File: config.mk
export PLATFORM = sky130hd
export DESIGN_NAME = meter_controller
export DESIGN_NICKNAME = d
export VERILOG_FILES = /design/src/rtl/meter_controller.sv
export SDC_FILE = /design/constraint.sdc
export NUM_CORES = 1
export LEC_CHECK = 0
export ABC_AREA = 0
export CAP_MARGIN = 10
export CORE_MARGIN = 2
export CORE_UTILIZATION = 36
export CTS_CLUSTER_SIZE = 16
export DETAILED_ROUTE_END_ITERATION = 10
export PLACE_DENSITY = 0.6
export SYNTH_ARGS = -nofsm -noshare
export SYNTH_HDL_FRONTEND = slang
export SYNTH_SLANG_ARGS = --single-unit
File: constraint.sdc
create_clock -name clk -period 6.3 [get_ports clk]
set_clock_uncertainty 0.15 [all_clocks]
set_input_delay 1.26 -clock clk [delete_from_list [all_inputs] [get_ports clk]]
set_output_delay 1.26 -clock clk [all_outputs]
set_load 0.01 [all_outputs]
File: src/rtl/meter_controller.sv
// Parking-meter time register: button edge detection and arbitration, saturating adds,
// presets, second timebase, display state/blink and iterative binary-to-BCD conversion.
module meter_controller #(
    parameter int unsigned TICK_DIV = 50000000,
    parameter int unsigned MAX_TIME = 9999
) (
    input  logic        clk,
    input  logic        reset_n,
    input  logic        btn_u,
    input  logic        btn_l,
    input  logic        btn_r,
    input  logic        btn_d,
    input  logic        sw_reset10,
    input  logic        sw_reset205,
    output logic [13:0] count,
    output logic [15:0] bcd,
    output logic        bcd_valid,
    output logic [1:0]  state,
    output logic        display_en,
    output logic        sec_tick
);

    localparam int unsigned DivW = (TICK_DIV > 1) ? $clog2(TICK_DIV) : 1;
    localparam logic [DivW-1:0] DivLast = DivW'(TICK_DIV - 1);
    localparam logic [13:0] MaxCount = 14'(MAX_TIME);
    localparam logic [14:0] MaxSum = {1'b0, MaxCount};

    typedef enum logic [1:0] {Expired = 2'd0, Low = 2'd1, Ok = 2'd2} disp_state_e;
    typedef enum logic {CvIdle, CvShift} cv_state_e;

    logic [3:0]      btn_prev_q;
    logic [3:0]      btn_now, req;
    logic            preset;
    logic [DivW-1:0] divider_q, divider_d;
    logic            phase_q, phase_d;
    logic            sec_parity_q, sec_parity_d;
    logic            half_tick, tick_now;
    logic [14:0]     amt, sum;
    logic [13:0]     sat;
    logic [13:0]     count_q, count_d;
    disp_state_e     state_q, state_d;
    logic            display_en_q, display_en_d;
    logic            sec_tick_q;

    assign btn_now = {btn_u, btn_l, btn_r, btn_d};
    assign req     = btn_now & ~btn_prev_q;
    assign preset  = sw_reset10 | sw_reset205;

    always_comb begin
        half_tick    = (divider_q == DivLast);
        tick_now     = half_tick & phase_q & ~preset;
        divider_d    = (preset || half_tick) ? '0 : divider_q + 1'b1;
        phase_d      = preset ? 1'b0 : (phase_q ^ half_tick);
        sec_parity_d = preset ? 1'b0 : (sec_parity_q ^ tick_now);

        // Priority u > l > r > d; losing requests are simply dropped.
        if (req[3])      amt = 15'd10;
        else if (req[2]) amt = 15'd180;
        else if (req[1]) amt = 15'd200;
        else if (req[0]) amt = 15'd550;
        else             amt = 15'd0;

        sum = {1'b0, count_q} + amt;
        sat = (sum > MaxSum) ? MaxCount : sum[13:0];
        if (tick_now && sat != 14'd0) sat = sat - 14'd1;

        if (sw_reset10)       count_d = 14'd10;
        else if (sw_reset205) count_d = 14'd205;
        else                  count_d = sat;

        if (count_d == 14'd0)        state_d = Expired;
        else if (count_d < 14'd200)  state_d = Low;
        else                         state_d = Ok;

        unique case (state_d)
            Ok:      display_en_d = 1'b1;
            Low:     display_en_d = ~phase_d;
            default: display_en_d = sec_parity_d;
        endcase
    end

    always_ff @(posedge clk or negedge reset_n) begin
        if (!reset_n) begin
            btn_prev_q   <= '0;
            divider_q    <= '0;
            phase_q      <= 1'b0;
            sec_parity_q <= 1'b0;
            sec_tick_q   <= 1'b0;
            count_q      <= '0;
            state_q      <= Expired;
            display_en_q <= 1'b0;
        end else begin
            btn_prev_q   <= btn_now;
            divider_q    <= divider_d;
            phase_q      <= phase_d;
            sec_parity_q <= sec_parity_d;
            sec_tick_q   <= tick_now;
            count_q      <= count_d;
            state_q      <= state_d;
            display_en_q <= display_en_d;
        end
    end

    // Double-dabble converter. Changes are detected on count_d so bcd_valid drops in the same
    // cycle the count changes and never flags a stale bcd.
    cv_state_e   cv_state_q;
    logic [13:0] bin_q, shift_q;
    logic [15:0] scratch_q, scratch_adj;
    logic [3:0]  iter_q;
    logic [15:0] bcd_q;
    logic        bcd_valid_q;

    always_comb begin
        scratch_adj = scratch_q;
        for (int i = 0; i < 4; i++) begin
            if (scratch_q[4*i +: 4] >= 4'd5) scratch_adj[4*i +: 4] = scratch_q[4*i +: 4] + 4'd3;
        end
    end

    always_ff @(posedge clk or negedge reset_n) begin
        if (!reset_n) begin
            cv_state_q  <= CvIdle;
            bin_q       <= '0;
            shift_q     <= '0;
            scratch_q   <= '0;
            iter_q      <= '0;
            bcd_q       <= '0;
            bcd_valid_q <= 1'b1;
        end else begin
            if (count_d != bin_q) begin
                // New value in either state: (re)start conversion, bcd holds its old value.
                bin_q       <= count_d;
                shift_q     <= count_d;
                scratch_q   <= '0;
                iter_q      <= '0;
                bcd_valid_q <= 1'b0;
                cv_state_q  <= CvShift;
            end else begin
                unique case (cv_state_q)
                    CvIdle: ;
                    CvShift: begin
                        if (iter_q != 4'd14) begin
                            {scratch_q, shift_q} <= {scratch_adj, shift_q} << 1;
                            iter_q <= iter_q + 4'd1;
                        end else begin
                            bcd_q       <= scratch_q;
                            bcd_valid_q <= 1'b1;
                            cv_state_q  <= CvIdle;
                        end
                    end
                    default: cv_state_q <= CvIdle;
                endcase
            end
        end
    end

    assign count      = count_q;
    assign state      = state_q;
    assign display_en = display_en_q;
    assign sec_tick   = sec_tick_q;
    assign bcd        = bcd_q;
    assign bcd_valid  = bcd_valid_q;

endmodule

## Yosys cells after proc, flatten, opt, wreduce, memory -nomap -nowiden

Cells that the tools add are included.

| word-level totals | value |
|---|---|
| register bits | 116 |
| output and inout bits | 35 |
| input port bits | 8 |
| word-level logic and storage cells | 88 |

| operators by class | value |
|---|---|
| reduce and logical (&&, ||, !) cells | 9 |
| bitwise logic cells | 11 |
| multiplexer cells | 33 |
| add/sub/neg operators | 8 |
| magnitude comparators | 6 |
| eq/ne operators | 6 |

Operator list:

| kind | number |
|---|---|
| $mux W14 | 7 |
| $mux W16 | 3 |
| $mux W15 | 2 |
| $add A26 B1 Y26 const B | 1 |
| $eq A26 B26 Y1 const B | 1 |
| $mux W26 | 1 |
| $mux W4 | 6 |
| $mux W10 | 2 |
| $ge A4 B3 Y1 const B | 4 |
| $add A14 B15 Y15 | 1 |
| $gt A15 B14 Y1 const B | 1 |
| $logic_not A14 Y1 | 1 |
| $lt A14 B8 Y1 const B | 1 |
| $ne A14 B14 Y1 | 1 |
| $reduce_bool A14 Y1 | 1 |
| $sub A14 B1 Y14 const B | 1 |
| $add A4 B2 Y4 const B | 3 |
| $mux W1 | 8 |
| $add A4 B1 Y4 const B | 1 |
| $and A4 B4 Y4 | 1 |
| $mux W2 | 2 |
| $ne A4 B4 Y1 const B | 1 |
| $not A1 Y1 | 4 |
| $not A4 Y4 | 1 |
| 14 further kinds | 18 |

## Logic depth before layout (Yosys ltp)

Gate-level depths: netlist of the first run.

| logic depth | value |
|---|---|
| depth in word-level cells | 19 |
| depth in mapped cells | 25 |
| mapped depth without buffers | 21 |

## Worst setup path before layout of the first run

No wires, ideal clock.

| timing path | value |
|---|---|
| kind | input -> register |
| start point | input port btn_r |
| end point | register shift_q[10] |
| path buffers | 2 |
| stages on the path | 23 |
| slack | -0.187 ns |
| required time | 6.025 ns |
| library setup time | 0.125 ns |
| data arrival time | 6.212 ns |
| cells stage by stage | nand2b_1 nand3b_1 o21ai_0 ha_1 fa_1 a211oi_2 nor4_1 o21ai_0 and4_1 o21ai_2 a21oi_1 ha_1 nand2b_1 or3_1 buf_6 o21ai_2 xnor2_1 nor3b_1 o21ai_0 nor4_2 nand4_2 buf_6 mux2_4 |

| on the way | value |
|---|---|
| longest elaborated chain between the ends | 15 |
| elaborated cells on any way between the ends | 18 |
| those cells by class | 2 x add/sub; 1 x order compare; 1 x eq/ne; 8 x mux; 1 x bitwise; 5 x reduce/logical |

RTL lines:

| item | RTL line | source |
|---|---|---|
| from (decl) | 11 | `input logic btn_r,` |
| $and A4 B4 Y4 * | 46 | `assign req = btn_now & ~btn_prev_q;` |
| $mux W10 * | 59 | `else if (req[1]) amt = 15'd200;` |
| $mux W15 * | 58 | `else if (req[2]) amt = 15'd180;` |
| $mux W15 * | 57 | `if (req[3]) amt = 15'd10;` |
| $add A14 B15 Y15 * | 63 | `sum = {1'b0, count_q} + amt;` |
| $gt A15 B14 Y1 | 64 | `sat = (sum > MaxSum) ? MaxCount : sum[13:0];` |
| $mux W14 * | 64 |  |
| branches (longest 2 deep; another with $sub A14 B1 Y14) | n/a |  |
| $mux W14 * | 65 | `if (tick_now && sat != 14'd0) sat = sat - 14'd1;` |
| $mux W14 * | 68 | `else if (sw_reset205) count_d = 14'd205;` |
| $mux W14 * | 67 | `if (sw_reset10) count_d = 14'd10;` |
| $ne A14 B14 Y1 | 130 | `if (count_d != bin_q) begin` |
| $reduce_bool A2 Y1 (no line) | n/a |  |
| $reduce_and A2 Y1 (no line) | n/a |  |
| to (signal assigned) | 133 | `shift_q <= count_d;` |
| to (signal assigned) | 143 | `{scratch_q, shift_q} <= {scratch_adj, shift_q} << 1;` |
| to (decl) | 107 | `logic [13:0] bin_q, shift_q;` |

Every way passes the cells marked *.
A chain may end at the register's enable or synchronous reset.

## Worst setup path in the final report of the first run

| timing path | value |
|---|---|
| start point | input port btn_u |
| end point | register state_q[0] (netlist: state[0]) |

| on the way | value |
|---|---|
| longest elaborated chain between the ends | 13 |
| elaborated cells on any way between the ends | 15 |
| those cells by class | 2 x add/sub; 2 x order compare; 7 x mux; 1 x bitwise; 3 x reduce/logical |

RTL lines:

| item | RTL line | source |
|---|---|---|
| from (decl) | 9 | `input logic btn_u,` |
| $and A4 B4 Y4 * | 46 |  |
| $mux W15 * | 57 |  |
| $add A14 B15 Y15 * | 63 |  |
| $gt A15 B14 Y1 | 64 |  |
| $mux W14 * | 64 |  |
| branches (longest 2 deep; another with $sub A14 B1 Y14) | n/a |  |
| $mux W14 * | 65 |  |
| $mux W14 * | 68 |  |
| $mux W14 * | 67 |  |
| $lt A14 B8 Y1 | 72 | `else if (count_d < 14'd200) state_d = Low;` |
| $mux W2 | 72 |  |
| $mux W2 * | 71 | `if (count_d == 14'd0) state_d = Expired;` |
| net state_d[0] | 41 | `disp_state_e state_q, state_d;` |
| to (signal assigned) | 90 | `state_q <= Expired;` |
| to (signal assigned) | 99 | `state_q <= state_d;` |
| to (decl) | 41 |  |

Mark *: on every way through the listed nets, which the timed path passes.

==> results of run 1 <==
## power groups by stage
stage | clock, mW | sequential (mW) | combinational (mW)
finish | 0.979 | 0.789 | 0.488
global route | 1.03 | 0.791 | 0.525
CTS | 0.995 | 0.788 | 0.443
detailed placement | 0 | 0.801 | 0.429
global placement | 0 | 0.801 | 0.431
floorplan | 0 | 0.797 | 0.226
## Yosys cell counts, types with 5 or more instances
library cell and count:
sky130_fd_sc_hd__nor3_1 22, sky130_fd_sc_hd__nand3_1 30, sky130_fd_sc_hd__or2_2 6, sky130_fd_sc_hd__a31oi_1 7
sky130_fd_sc_hd__xnor2_1 27, sky130_fd_sc_hd__a21oi_1 55, sky130_fd_sc_hd__nor4_2 5, sky130_fd_sc_hd__and2_1 7
sky130_fd_sc_hd__ha_1 21, sky130_fd_sc_hd__nor4_1 5, sky130_fd_sc_hd__nor2b_1 6, sky130_fd_sc_hd__xor2_1 26
sky130_fd_sc_hd__dfrtp_1 115, sky130_fd_sc_hd__nor2_1 105, sky130_fd_sc_hd__o22ai_1 6, sky130_fd_sc_hd__mux2_2 17
sky130_fd_sc_hd__or3_1 8, sky130_fd_sc_hd__clkbuf_1 20, sky130_fd_sc_hd__nand2b_1 15, sky130_fd_sc_hd__nand2_1 85
sky130_fd_sc_hd__inv_1 22, sky130_fd_sc_hd__o21ai_0 32, sky130_fd_sc_hd__nand4_1 12, sky130_fd_sc_hd__and3_1 13
sky130_fd_sc_hd__buf_2 6, sky130_fd_sc_hd__o211ai_1 6, sky130_fd_sc_hd__mux2i_1 11, sky130_fd_sc_hd__mux2_4 14
## per-stage QoR
step | worst slack, ns | utilization | std cells | instance area, um^2
global placement | -0.642 | 0.445 | 1213 | 8910
finish | 0.189 | 0.496 | 1262 | 9930
detailed placement | -0.690 | 0.445 | 1213 | 8910
global route | -0.0460 | 0.496 | 1262 | 9930
floorplan | 0.0139 | - | 799 | 7290
CTS | 0.00193 | 0.478 | 1245 | 9570
## placed cells by master (no fill, tap or decap), types with 15 or more instances in the layout
cell type,Yosys,final
sky130_fd_sc_hd__a21oi_1,55,50
sky130_fd_sc_hd__buf_4,0,148
sky130_fd_sc_hd__clkbuf_16,0,18
sky130_fd_sc_hd__clkdlybuf4s50_1,0,37
sky130_fd_sc_hd__dfrtp_1,115,115
sky130_fd_sc_hd__inv_1,22,22
sky130_fd_sc_hd__mux2_2,17,17
sky130_fd_sc_hd__nand2_1,85,85
sky130_fd_sc_hd__nand2b_1,15,15
sky130_fd_sc_hd__nand3_1,30,29
sky130_fd_sc_hd__nor2_1,105,104
sky130_fd_sc_hd__nor3_1,22,20
sky130_fd_sc_hd__o21ai_0,32,26
sky130_fd_sc_hd__xnor2_1,27,25
sky130_fd_sc_hd__xor2_1,26,25
## layer usage
metal / vias to the layer above / global-route usage / part of all wire
met2: 177 / 0.317 / 0.48
met3: 40 / 0.0369 / 0.048
met5: - / 0 / 0
li1: 3216 / - / -
met1: 3246 / 0.255 / 0.45
met4: 0 / 0.0820 / 0.027
## final cells by class
class                   count  area, um^2
repair buffers            192        1600
multi-input cells         630        4420
clock inverters            13         150
clock buffers              19         443
inverters                  22        82.6
flip-flops and latches    116        2900
fillers                  1945       10100
well taps                 270         338
## repair_timing
| action | CTS | global route |
|---|---|---|
| cloned | 0 | 1 |
| endpoints found under the setup margin | 55 | 55 |
| buffers inserted | 0 | 16 |
| pin swaps | 3 | 29 |
| gates resized for setup | 14 | 47 |
## flip-flops by register name, indices dropped and copies added, names as in the netlist
register,flops
phase_q,1
state,2
sec_parity_q,1
scratch_q,16
cv_state_q,1
bin_q,14
bcd,16
bcd_valid,1
display_en,1
count,14
shift_q,14
btn_prev_q,4
divider_q,26
iter_q,4
sec_tick,1
## path summary, 6_finish.rpt
kind / from / endpoint / slack, ns / depth (start not counted)
max: btn_u / state[0] / 0.19 / 23
min: bcd_valid / bcd_valid / 0.32 / 2
max reg2reg: btn_prev_q[1] / state[0] / 0.74 / 23
min reg2reg: bcd_valid / bcd_valid / 0.32 / 2
max in group asynchronous: reset_n / count[1] / 4.01 / 2
min in group asynchronous: reset_n / bin_q[7] / 0.78 / 1
## cells by family after synthesis
group | Yosys count
and+or+nand+nor | 345
buffers and inverters | 53
muxes | 42
AOI/OAI and AO/OA | 167
adders and majority gates | 22
xor gates and xnor gates | 54
DFF | 116
## worst reg2reg max path, cell delays in order (launching register included)
cell and delay [ns]:
sky130_fd_sc_hd__dfrtp_1 0.35, sky130_fd_sc_hd__nand2b_1 0.15, sky130_fd_sc_hd__nand3b_1 0.11, sky130_fd_sc_hd__o21ai_1 0.07
sky130_fd_sc_hd__ha_2 0.22, sky130_fd_sc_hd__fa_2 0.42, sky130_fd_sc_hd__a211oi_4 0.31, sky130_fd_sc_hd__o22ai_1 0.12
sky130_fd_sc_hd__a211o_1 0.28, sky130_fd_sc_hd__o221ai_2 0.19, sky130_fd_sc_hd__o21ai_2 0.12, sky130_fd_sc_hd__a21oi_2 0.18
sky130_fd_sc_hd__ha_2 0.18, sky130_fd_sc_hd__nand2b_1 0.08, sky130_fd_sc_hd__or3_4 0.41, sky130_fd_sc_hd__buf_4 0.16
sky130_fd_sc_hd__o21a_4 0.23, sky130_fd_sc_hd__xnor2_1 0.12, sky130_fd_sc_hd__or4_4 0.41, sky130_fd_sc_hd__or4_4 0.56
sky130_fd_sc_hd__nor4_4 0.32, sky130_fd_sc_hd__buf_4 0.16, sky130_fd_sc_hd__buf_4 0.09, sky130_fd_sc_hd__nor2_1 0.03
==> impl_summary.txt, run 1 <==
----------------------------------------------------
[Pwr]
  Total Power ... 2.26 mW
  Proportion of power drawn by the clock network ... 0.434
  Pwr per Cell Area ... 227 nW/um^2
  Switching power summed over all nets ... 0.662 mW
  Share of power burned in combinational logic ... 0.216
  Leakage dissipation ... 4.38 nW
  Internal power ... 1.59 mW
  Switching part of the total power ... 0.294
  Peak supply drop ... 0.177 mV
  Register share of total power ... 0.350

[GRT]
  All-layer global routing usage ... 0.195
  First-pass GRT wire length ... 33.4 mm
  Number of antenna violations at the first check in global routing ... 0
  Remaining global-route overflow ... 0
  Vias in the first global route ... 6346
  Largest net degree at the start of global routing ... 62

[Critical path]
  Critical path required time ... 6.45 ns
  Buffers and inverters on the worst path ... 4
  Max Fanout on Critical Path ... 5
  Crit. End Element ... flop
  WS Path Type ... in -> reg
  Critical Path AT ... 6.26 ns
  Kind of start point of the critical path ... input port
  List of cells traversed by the critical path ... dlymetal6s2s_1, nand2b_1, o21ai_1, ha_2, fa_2, a211oi_4, o22ai_1, a211o_1, o221ai_2, o21ai_2, a21oi_2, ha_2, nand2b_1, or3_4, buf_4, o21a_4, xnor2_1, or4_4, or4_4, nor4_4, buf_4, buf_4, nor2_1
  Critical Path Slowest Stage Cell ... sky130_fd_sc_hd__or4_4
  CP peak stage delay ... 0.56 ns
  Cell type group with the largest total delay on the critical path ... simple AND/OR/NAND/NOR gates
  Critical Path Most Common Cell ... sky130_fd_sc_hd__buf_4

[Clock network]
  Clock Tree Buf Depth ... 2
  Clock net sink count ... 116
  CTS buffer count ... 17
  Clk pin slew, worst setup/hold paths ... 0.06 ns
  CTS Root Buffer Type ... sky130_fd_sc_hd__clkbuf_16
  TritonCTS clock tree ... built
  H-tree depth ... 4
  Hold-fix buffer count after cts ... 0
  Insertion delay of the later-clocked pin in the worst-skew pair ... 0.41 ns

[Final layout]
  Area growth syn-to-layout ... 36.4%
  Diodes inserted ... 0
  Number of nets in the final layout ... 1009
  Fraction of layout cells with a size suffix above 1 ... 0.288

[Detailed routing]
  Total vias in the final route ... 6679
  Post-detailed-route via-to-cell ratio ... 5.29
  Number of DRC markers after the initial detailed-route iteration ... 555
  Average wire per standard cell ... 16.7 um
  Number of remaining DRC errors ... 0
  First-pass iteration count of the detailed router ... 5
  Sum of routed wire length over all layers ... 21.1 mm
  Post-DRT Antenna Nets ... 0

[Flow run]
  Max capacitance violation total ... 0

[Timing]
  Max-slew headroom at the worst pin ... 0.362
  Min Tclk post-route ... 6.11 ns
  Pins Over Slew Limit ... 0
  Fmax ... 164 MHz
  Share of the clock period used by the worst path after layout ... 0.970
  Worst hold slack across all endpoints ... 0.321 ns
  Number of failing setup endpoints in the final timing report ... 0
  Tightest Pin Transition ... 0.957 ns
  Sum Neg Setup Slack ... 0 ns
  Number of endpoints with negative hold slack in the final report ... 0

[Yosys]
  Post-synth ARST share ... 1.00
  Compound-gate portion of the synthesized area ... 0.154
  Share of synthesized cell area in full adder, half adder and majority cells ... 0.0388
  Mux cell area share after synthesis ... 0.0703
  Synthesized netlist net count ... 829
  Number of standard cells after synthesis ... 799
  Basic-gate share of the synthesized area counting and, or, nand and nor cells ... 0.238
  Top area cells in the synthesized netlist ... sky130_fd_sc_hd__dfrtp_1, sky130_fd_sc_hd__nor2_1, sky130_fd_sc_hd__nand2_1
  Top cell type's share of synthesized area ... 0.395
  Cell type contributing the most total cell area after synthesis ... sky130_fd_sc_hd__dfrtp_1
  Combinational family with the most area after synthesis ... simple AND/OR/NAND/NOR gates
  Mean post-synth cell area ... 9.11 um^2
  Number of enable flip-flop cells after synthesis ... 0
  Synth Cell Area ... 7280 um^2
  Area share of xor/xnor cells in the synthesized design ... 0.0675
  Sequential fraction of the synthesis area ... 0.399
  Synth Flop Type ... sky130_fd_sc_hd__dfrtp_1
  Number of flip-flops and latches in the synthesized netlist ... 116
  Distinct cell type count after synthesis ... 77
  YS warnings ... 0

[Run status]
  Outcome ... completed

[Floorplan]
  Die W ... 146 um
  Die height ... 146 um
  Row cnt ... 52
  Top-Level Pins ... 43
  Core Region ... 20000 um^2
  Initial Util ... 0.363
  Full die area ... 21400 um^2

[Hold path]
  Path category of the worst min-delay check ... reg -> reg

[Place]
  Detailed placer's ending HPWL ... 15.3 mm
  Routability cong. ... 0.967
  Count of input and output buffers ... 42

----------------------------------------------------
Power figures use the tool's default switching activity.
==> inputs of run 2 (changes only) <==
- DONT_BUFFER_PORTS: default -> 1
- PLACE_DENSITY: 0.6 -> 0.57
==> impl_summary.txt, run 2 (synthesis results as in run 1) <==
----------------------------------------------------
[Run status]
  Outcome ... completed

[Final layout]
  Largest register FFs ... 26 (unchanged)
  Most frequent standard cell in the layout excluding fill and tap cells ... sky130_fd_sc_hd__dfrtp_1
  Area growth syn-to-layout ... 20.7%
  Final cell utilization of the core ... 0.439 (-0.0568)
  FF/Latch Area ... 2900 um^2 (unchanged)
  Number of nets in the final layout ... 903 (-11%)
  Most frequent cells in the layout ... sky130_fd_sc_hd__dfrtp_1, sky130_fd_sc_hd__nor2_1, sky130_fd_sc_hd__nand2_1, sky130_fd_sc_hd__buf_4, sky130_fd_sc_hd__a21oi_1
  Post-route cell area ... 8790 um^2 (-11%)
  Diodes inserted ... 0 (unchanged)
  Multi-input gate area in the final layout ... 4180 um^2 (-5.4%)
  Fillers ... 1966 (+1.1%)
  Fraction of layout cells with a size suffix above 1 ... 0.217 (-0.0716)
  Largest reg by FF count ... divider_q

[Detailed routing]
  Number of DRC markers after the initial detailed-route iteration ... 554 (-0.18%)
  Sum of routed wire length over all layers ... 19.4 mm (-8.0%)
  Post-detailed-route via-to-cell ratio ... 5.35 (+1.0%)
  First-pass iteration count of the detailed router ... 5 (unchanged)
  Number of remaining DRC errors ... 0 (unchanged)
  Post-DRT Antenna Nets ... 0 (unchanged)
  Total vias in the final route ... 6180 (-7.5%)
  Average wire per standard cell ... 16.8 um (+0.42%)

[Timing]
  Worst hold slack across all endpoints ... 0.336 ns (+0.0149 ns)
  Number of endpoints with negative hold slack in the final report ... 0 (unchanged)
  Number of failing setup endpoints in the final timing report ... 0 (unchanged)
  Unrepaired setup endpoints after global routing ... no
  Share of the clock period used by the worst path after layout ... 0.942 (-0.0280)
  Setup WS post-layout ... 0.366 ns (+0.176 ns)
  Fmax ... 169 MHz (+3.0%)
  Pins Over Slew Limit ... 0 (unchanged)
  Min Tclk post-route ... 5.93 ns (-0.176 ns)
  Tightest Pin Transition ... 0.922 ns (-0.0355 ns)
  Max-slew headroom at the worst pin ... 0.385 (+0.0237)

[Floorplan]
  Row cnt ... 52 (unchanged)
  Initial Util ... 0.363 (unchanged)
  Full die area ... 21400 um^2 (unchanged)
  Top-Level Pins ... 43 (unchanged)
  Die height ... 146 um (unchanged)
  Die W ... 146 um (unchanged)
  Core Region ... 20000 um^2 (unchanged)

[Critical path]
  Critical path required time ... 6.45 ns (about the same)
  Kind of start point of the critical path ... input port
  Worst reg2reg startpoint ... btn_prev_q[1]
  Crit. End Element ... flop
  Internal reg-to-reg setup slack ... 0.76 ns (+0.02 ns)
  Max Fanout on Critical Path ... 18 (+13)
  Register-to-Register Path Depth ... 23 (unchanged)
  Critical Path AT ... 6.08 ns (-0.18 ns)
  Critical R2R Capture ... shift_q[4]
  WS Path Type ... in -> reg

[Clock network]
  CTS Root Buffer Type ... sky130_fd_sc_hd__clkbuf_16
  Clk pin slew, worst setup/hold paths ... 0.05 ns (about the same)
  Hold-fix buffer count after cts ... 0 (unchanged)
  Clock Tree Buf Depth ... 2 (unchanged)
  TritonCTS clock tree ... built
  Clock net sink count ... 116 (unchanged)
  CTS buffer count ... 17 (unchanged)
  Insertion delay of the later-clocked pin in the worst-skew pair ... 0.42 ns (about the same)
  Number of buffers inserted to repair setup after CTS ... 0 (unchanged)
  H-tree depth ... 4 (unchanged)

[Pwr]
  Register share of total power ... 0.367 (+0.017)
  Internal power ... 1.56 mW (-2.2%)
  Peak supply drop ... 0.184 mV (+3.7%)
  Switching power summed over all nets ... 0.606 mW (-8.4%)
  Leakage dissipation ... 3.85 nW (-12%)
  Share of power burned in combinational logic ... 0.163 (-0.053)
  Switching part of the total power ... 0.280 (-0.0133)
  Total Power ... 2.16 mW (-4.0%)
  Proportion of power drawn by the clock network ... 0.470 (+0.036)
  Pwr per Cell Area ... 246 nW/um^2 (+8.4%)

[GRT]
  First-pass GRT wire length ... 32.1 mm (-3.7%)
  Remaining global-route overflow ... 0 (unchanged)
  Met1 Resource Use GR ... 0.250 (-0.00541)
  Met2 global-route usage ... 0.307 (-0.00920)
  Largest net degree at the start of global routing ... 117 (+89%)
  Gr busiest metal ... met2
  All-layer global routing usage ... 0.189 (-0.00547)
  Vias in the first global route ... 5926 (-6.6%)
  Number of antenna violations at the first check in global routing ... 0 (unchanged)
  Met3 global-route usage ... 0.0459 (+0.00906)

[Place]
  Detailed placer's ending HPWL ... 14.3 mm (-6.6%)
  Count of input and output buffers ... 0 (-100%)
  Cell area reported after detailed placement ... 8140 um^2 (-8.6%)
  Pre-CTS setup slack ... -0.116 ns (+0.574 ns)
  Routability cong. ... 0.950 (-1.8%)

[Hold path]
  Number of instances on the worst hold path ... 1 (-1)
  Worst Hold End ... divider_q[0]
  Hold path startpoint ... divider_q[0]
  Path category of the worst min-delay check ... reg -> reg

[Flow run]
  Max capacitance violation total ... 0 (unchanged)

----------------------------------------------------
## run 2: cell count changes in the layout (fill, tap and decap cells not counted), moves of 4 or more
| cell | before | now |
|---|---|---|
| sky130_fd_sc_hd__ha_1 | 14 | 21 |
| sky130_fd_sc_hd__buf_4 | 148 | 84 |
| sky130_fd_sc_hd__o21ai_0 | 26 | 31 |
| sky130_fd_sc_hd__dlymetal6s2s_1 | 4 | 0 |
| sky130_fd_sc_hd__ha_2 | 5 | 0 |
| sky130_fd_sc_hd__o21ai_1 | 9 | 4 |
| sky130_fd_sc_hd__clkdlybuf4s50_1 | 37 | 0 |
## run 2: how the worst max path moves through the flow
stage / from / endpoint / slack [ns] / cells after the start
after floorplan: btn_r / shift_q[10] / 0.01 / 24
after global placement: btn_r / shift_q[10] / -0.02 / 23
after detailed placement: btn_r / shift_q[9] / -0.12 / 23
after CTS: btn_r / shift_q[4] / 0.28 / 23
after global routing: btn_r / scratch_q[7] / 0.04 / 24
final: btn_r / shift_q[4] / 0.37 / 23
## run 2: critical path: stages
cell and delay (ns):
sky130_fd_sc_hd__nand2b_1 0.05, sky130_fd_sc_hd__nand3b_1 0.13, sky130_fd_sc_hd__o21ai_0 0.10, sky130_fd_sc_hd__ha_1 0.21, sky130_fd_sc_hd__fa_1 0.40, sky130_fd_sc_hd__a211oi_2 0.33, sky130_fd_sc_hd__o22ai_1 0.14, sky130_fd_sc_hd__a211o_1 0.30
sky130_fd_sc_hd__o221ai_1 0.21, sky130_fd_sc_hd__o21ai_2 0.11, sky130_fd_sc_hd__a21oi_1 0.23, sky130_fd_sc_hd__ha_1 0.18, sky130_fd_sc_hd__nand2b_1 0.07, sky130_fd_sc_hd__or3_4 0.44, sky130_fd_sc_hd__or3_1 0.41, sky130_fd_sc_hd__buf_4 0.17
sky130_fd_sc_hd__a311oi_2 0.31, sky130_fd_sc_hd__o21ai_0 0.17, sky130_fd_sc_hd__o21ai_0 0.14, sky130_fd_sc_hd__nor4_2 0.09, sky130_fd_sc_hd__nand4_2 0.10, sky130_fd_sc_hd__buf_12 0.17, sky130_fd_sc_hd__mux2_2 0.35
## run 2: through the flow
step                cells  setup TNS (ns)
floorplan             799               0
global placement     1124         -0.0729
detailed placement   1124           -2.98
CTS                  1156               0
global route         1156               0
finish               1156               0
## run 2: power by group through the flow
stage	Combinational [mW]	Sequential [mW]	Clock, mW
4_1_cts	0.344	0.793	1.03
3_3_place_gp	0.344	0.807	0
6_report	0.353	0.793	1.02
2_1_floorplan	0.226	0.797	0
5_1_grt	0.384	0.796	1.07
3_5_place_dp	0.341	0.807	0
## run 2: layout make-up
type,instances,share of cell area
clock inverters,14,0.0204
multi-input cells,630,0.475
clock buffers,18,0.0500
well taps,270,0.0384
repair buffers,86,0.0763
flip-flops and latches,116,0.330
inverters,22,0.00939
## run 2: layer usage
metal  share of wire  vias up
li1                -     3009
met1            0.45     2967
met2            0.47      172
met3           0.059       32
met4           0.019        0
met5               0        -
## run 2: timing repair
item	CTS	global route
endpoints found under the hold margin	0	0
gates resized for setup	0	7
setup endpoints to repair	0	46
==> inputs of run 3 (changes only) <==
- CTS_CLUSTER_SIZE: 16 -> default
==> results of run 3 <==
The final DEF is identical to that of run 2; final timing and power are the same.
